<file path="src/rtl/alu_arbiter_pkg.sv">
// Shared types and constants for the two-requester ALU front-end arbiter.
package alu_arbiter_pkg;

  localparam int unsigned FLAG_LAT_DEF = 3;
  localparam int unsigned N_REQ        = 2;
  localparam int unsigned FUNSEL_W     = 5;
  localparam int unsigned FLAGS_W      = 4;

  typedef enum logic {
    ST_IDLE = 1'b0,
    ST_BUSY = 1'b1
  } state_e;

  // Control half of an ALU issue; operands travel separately since W is a module parameter.
  typedef struct packed {
    logic [FUNSEL_W-1:0] funsel;
    logic                cin;
  } op_ctl_t;

endpackage

</file>
<file path="src/rtl/rr_arbiter_2.sv">
// Two-way round-robin grant: a lone request wins, contention goes to the side not served last.
module rr_arbiter_2
  import alu_arbiter_pkg::*;
(
  input  logic [N_REQ-1:0] req,
  input  logic             last,
  output logic [N_REQ-1:0] gnt
);

  always_comb begin
    gnt = '0;
    unique case (req)
      2'b01:   gnt = 2'b01;
      2'b10:   gnt = 2'b10;
      2'b11:   gnt = last ? 2'b01 : 2'b10;
      default: gnt = '0;
    endcase
  end

endmodule

</file>
<file path="src/rtl/alu_arbiter.sv">
// Shares one external ALU between two requesters; one operation in flight, response after FLAG_LAT+1 busy edges.
module alu_arbiter
  import alu_arbiter_pkg::*;
#(
  parameter int unsigned FLAG_LAT = FLAG_LAT_DEF,
  parameter int unsigned W        = 32
) (
  input  logic                clock,
  input  logic                reset_n,
  input  logic [N_REQ-1:0]    req_valid,
  output logic [N_REQ-1:0]    req_ready,
  input  logic [FUNSEL_W-1:0] req_funsel0,
  input  logic [FUNSEL_W-1:0] req_funsel1,
  input  logic [W-1:0]        req_a0,
  input  logic [W-1:0]        req_a1,
  input  logic [W-1:0]        req_b0,
  input  logic [W-1:0]        req_b1,
  input  logic [N_REQ-1:0]    req_cin,
  output logic [FUNSEL_W-1:0] alu_funsel,
  output logic [W-1:0]        alu_a,
  output logic [W-1:0]        alu_b,
  output logic                alu_cin,
  input  logic [W-1:0]        alu_out,
  input  logic [FLAGS_W-1:0]  alu_flags,
  output logic                resp_valid,
  output logic                resp_id,
  output logic [W-1:0]        resp_result,
  output logic [FLAGS_W-1:0]  resp_flags
);

  localparam int unsigned CNT_W = $clog2(FLAG_LAT + 2);

  state_e           r_state;
  state_e           w_state_nxt;
  logic [CNT_W-1:0] r_cnt;
  logic             r_owner;
  logic             r_last;
  logic [N_REQ-1:0] w_gnt;
  logic             w_sel;
  logic             w_accept;
  logic             w_done;
  op_ctl_t          w_ctl;

  rr_arbiter_2 u_rr (
    .req  (req_valid),
    .last (r_last),
    .gnt  (w_gnt)
  );

  assign w_sel = w_gnt[1];
  assign w_ctl = w_sel ? {req_funsel1, req_cin[1]} : {req_funsel0, req_cin[0]};

  always_ff @(posedge clock or negedge reset_n) begin
    if (!reset_n) begin
      r_state <= ST_IDLE;
    end else begin
      r_state <= w_state_nxt;
    end
  end

  // Ready is the grant, but only while nothing is in flight.
  always_comb begin
    w_state_nxt = r_state;
    req_ready   = '0;
    w_accept    = 1'b0;
    w_done      = 1'b0;
    unique case (r_state)
      ST_IDLE: begin
        req_ready = w_gnt;
        if (|(req_valid & w_gnt)) begin
          w_accept    = 1'b1;
          w_state_nxt = ST_BUSY;
        end
      end
      ST_BUSY: begin
        if (r_cnt == '0) begin
          w_done      = 1'b1;
          w_state_nxt = ST_IDLE;
        end
      end
      default: w_state_nxt = ST_IDLE;
    endcase
  end

  // ALU drive registers hold the last accepted operation until the next accept.
  always_ff @(posedge clock or negedge reset_n) begin
    if (!reset_n) begin
      alu_funsel <= '0;
      alu_a      <= '0;
      alu_b      <= '0;
      alu_cin    <= 1'b0;
      r_owner    <= 1'b0;
    end else if (w_accept) begin
      alu_funsel <= w_ctl.funsel;
      alu_cin    <= w_ctl.cin;
      alu_a      <= w_sel ? req_a1 : req_a0;
      alu_b      <= w_sel ? req_b1 : req_b0;
      r_owner    <= w_sel;
    end
  end

  always_ff @(posedge clock or negedge reset_n) begin
    if (!reset_n) begin
      r_cnt <= '0;
    end else if (w_accept) begin
      r_cnt <= CNT_W'(FLAG_LAT);
    end else if ((r_state == ST_BUSY) && (r_cnt != '0)) begin
      r_cnt <= r_cnt - CNT_W'(1);
    end
  end

  // Reset leaves last-served at 1 so requester 0 wins the first contention.
  always_ff @(posedge clock or negedge reset_n) begin
    if (!reset_n) begin
      resp_valid  <= 1'b0;
      resp_id     <= 1'b0;
      resp_result <= '0;
      resp_flags  <= '0;
      r_last      <= 1'b1;
    end else begin
      resp_valid <= w_done;
      if (w_done) begin
        resp_result <= alu_out;
        resp_flags  <= alu_flags;
        resp_id     <= r_owner;
        r_last      <= r_owner;
      end
    end
  end

endmodule

</file>
<file path="config.mk">
export PLATFORM = sky130hd
export DESIGN_NAME = alu_arbiter
export DESIGN_NICKNAME = d
export VERILOG_FILES = /design/src/rtl/alu_arbiter_pkg.sv /design/src/rtl/rr_arbiter_2.sv /design/src/rtl/alu_arbiter.sv
export SDC_FILE = /design/constraint.sdc
export NUM_CORES = 1
export LEC_CHECK = 0
export BUFFER_PORTS_ARGS = -buffer_cell sky130_fd_sc_hd__buf_2
export CORE_ASPECT_RATIO = 0.75
export CORE_MARGIN = 3
export CORE_UTILIZATION = 46
export DETAILED_ROUTE_END_ITERATION = 7
export HOLD_SLACK_MARGIN = 0.12
export PLACE_DENSITY_LB_ADDON = 0.15
export SETUP_SLACK_MARGIN = 0.1
export SYNTH_ARGS = -nofsm -noshare
export SYNTH_HDL_FRONTEND = slang
export SYNTH_SLANG_ARGS = --single-unit
</file>
<file path="constraint.sdc">
create_clock -name clock -period 2 [get_ports clock]
set_input_delay 0.3 -clock clock [delete_from_list [all_inputs] [get_ports clock]]
set_output_delay 0.3 -clock clock [all_outputs]
set_load 0.01 [all_outputs]
</file>
==> qor.csv <==
metric;value;unit
dieArea;13500;um^2
period_share;0.924;
n_fill_cell;918;
cts_buffers;17;
std_cell_rows;34;
fin_nets;992;
fin_crit;1.85;ns
final.setup.tns;0;ns
r2r_start;r_cnt[1];
hold_viol;0;
dieWidth;133;um
synth-seq-cells;114;
p_leak;3.65;nW
initial_core_util;0.476;
cp-end-kind;primary output;
grt_use_total;0.278;
htreeDepth;4;
grtUsageMet3;0.0685;
place_congestion;0.835;
drv_slew;0;
min-delay-start;alu_out[10];
crit_required;1.70;ns
cp.arrival;1.55;ns
grt_max_degree;115;
synthCells;515;
io_buffer_count;289;
vias;5891;
synth_cell_type_count;26;
syn_area;5570;um^2
cap_violations;0;
dp_hpwl;12800;um
p_per_area;1600;nW/um^2
ff2ff_setup_slack;0.33;ns
areaGrowthSynthToFinish;43.8;%
worstMarginPinSlew;0.622;ns
power;12.8;mW
dieHeight;101;um
postRouteAntennaNets;0;
path_class;reg2out;
startpoint;r_state;
placed_area;7140;um^2
drive_gt1_frac;0.480;
first_pass_iters;4;
clockBufferDepth;2;
grt_overflow;0;
hold_path.class;in2reg;
grt_pass1_wl;30100;um
cp-start-kind;flop;
crit_fanout;13;
cts_tree;built;
cts.sinks;114;
wl;19100;um
antenna_found_initial;0;
core_area;11700;um^2
met2_usage;0.459;
routedWlPerCell;19.4;um
design_area;8010;um^2
run_status;finished clean;
relSlewSlack;0.586;
remaining_drc_errors;0;
rsz0062_at_grt;yes;
use_met1;0.365;
io_pins;290;
avgSynthCellArea;10.8;um^2
clock_latency;0.41;ns
diodes;0;
yosysWarnings;0;
fmax;541;MHz
drt-vias-per-instance;5.98;
clkTransAtPathRegs;0.06;ns
clock-root-buffer;clkbuf_16;
finClkSkew;0.00860;ns
ys_seq_area_frac;0.513;
first_global_vias;5802;
ir_drop;0.684;mV
busiest_layer;met2;
setup_viol;0;
synth_fp_nets;697;
drt_iter0_drc;426;
cells in the mapped netlist:
| master | count | share of area |
|---|---|---|
| mux2_1 | 3 | 0.0061 |
| o22a_1 | 1 | 0.0016 |
| a21oi_1 | 1 | 0.00090 |
| a211oi_2 | 11 | 0.025 |
| buf_4 | 6 | 0.0081 |
| clkbuf_2 | 1 | 0.00090 |
| inv_2 | 2 | 0.0013 |
| a21o_1 | 1 | 0.0013 |
| buf_6 | 8 | 0.016 |
| nor2_1 | 2 | 0.0013 |
| o22ai_1 | 141 | 0.16 |
| mux2_2 | 34 | 0.069 |
| nand3b_2 | 1 | 0.0020 |
| dfrtp_1 | 113 | 0.51 |
| or2b_1 | 1 | 0.0013 |
| dfstp_2 | 1 | 0.0047 |
| inv_1 | 6 | 0.0040 |
| nand2_1 | 1 | 0.00067 |
| nand2b_1 | 2 | 0.0022 |
| o21ai_0 | 2 | 0.0018 |
| clkbuf_1 | 14 | 0.0094 |
| and2_1 | 2 | 0.0022 |
| buf_2 | 29 | 0.026 |
| a211oi_1 | 59 | 0.080 |
| nor3_1 | 71 | 0.064 |
| ha_1 | 2 | 0.0045 |
state kept, by name (all words and copies together) (netlist names):
| signal | count |
|---|---|
| resp_id | 1 |
| alu_funsel | 5 |
| r_last | 1 |
| r_owner | 1 |
| resp_valid | 1 |
| alu_a | 32 |
| resp_result | 32 |
| alu_b | 32 |
| r_cnt | 3 |
| resp_flags | 4 |
| r_state | 1 |
| alu_cin | 1 |
what timing repair did:
action / 4_1_cts / 5_1_grt
setup endpoints to repair: 0 / 2
hold endpoints to repair: 138 / 0
resized for setup: 0 / 3
hold buffers: 26 / 0
setup buffers: 0 / 1
final cells by class:
class | count | area [um^2] | share of cell area
Clock buffer | 17 | 425 | 0.0531
Clock inverter | 15 | 136 | 0.0170
Inverter | 8 | 30.0 | 0.00375
Multi-Input combinational cell | 335 | 2360 | 0.295
Sequential cell | 114 | 2860 | 0.357
Tap cell | 162 | 203 | 0.0253
Timing Repair Buffer | 334 | 1990 | 0.249
layer usage:
metal | wire, um | share of wire
met5 | 0 | 0
met4 | 307 | 0.016
met3 | 1720 | 0.090
met2 | 9430 | 0.49
met1 | 7660 | 0.40
layout by cell type (no fill, tap or decap), types with 6 or more instances in the layout:
cell and n:
buf_4 9, mux2_2 34, nor3_1 71, clkinvlp_4 6
dfrtp_1 112, a211oi_2 11, buf_12 10, dlygate4sd3_1 26
buf_2 288, a211oi_1 59, inv_1 6, o22ai_1 141
clkbuf_16 18
worst paths after layout:
check                                       end  cells past startpoint
max in group asynchronous               r_state                      3
min in group asynchronous             alu_a[12]                      3
worst max register to register         r_cnt[0]                      7
worst min register to register          r_owner                      1
worst min-delay path            resp_result[10]                      2
worst max-delay path               req_ready[1]                      3
worst max-delay path, stage by stage (launching register included):
cell      delay [ns]
dfrtp_2         0.44
nand2b_2        0.35
nor2_1          0.19
buf_2           0.17
stage by stage:
step	worst slack [ns]	hold WS, ns	std cells	utilization
floorplan	0.430	0.00441	515	-
global placement	0.411	0.437	925	0.610
detailed placement	0.321	0.436	925	0.610
CTS	0.105	0.121	983	0.681
global route	0.00686	0.121	985	0.684
finish	0.152	0.131	985	0.684
logic make-up after synthesis:
family / Yosys count / synth area share
simple gates: 80 / 0.0737
compound gates: 216 / 0.268
fa+ha+maj: 2 / 0.00449
flops: 114 / 0.513
buf+inv: 66 / 0.0661
mux: 37 / 0.0748
report_power, final:
part	internal, mW	total (mW)	switching [mW]	leakage (nW)
clock network	1.72	2.85	1.13	0.260
registers	3.46	4.25	0.784	1.40
logic	2.79	5.72	2.93	1.99
total	7.97	12.8	4.85	3.65
(Power assumes the default switching activity.)
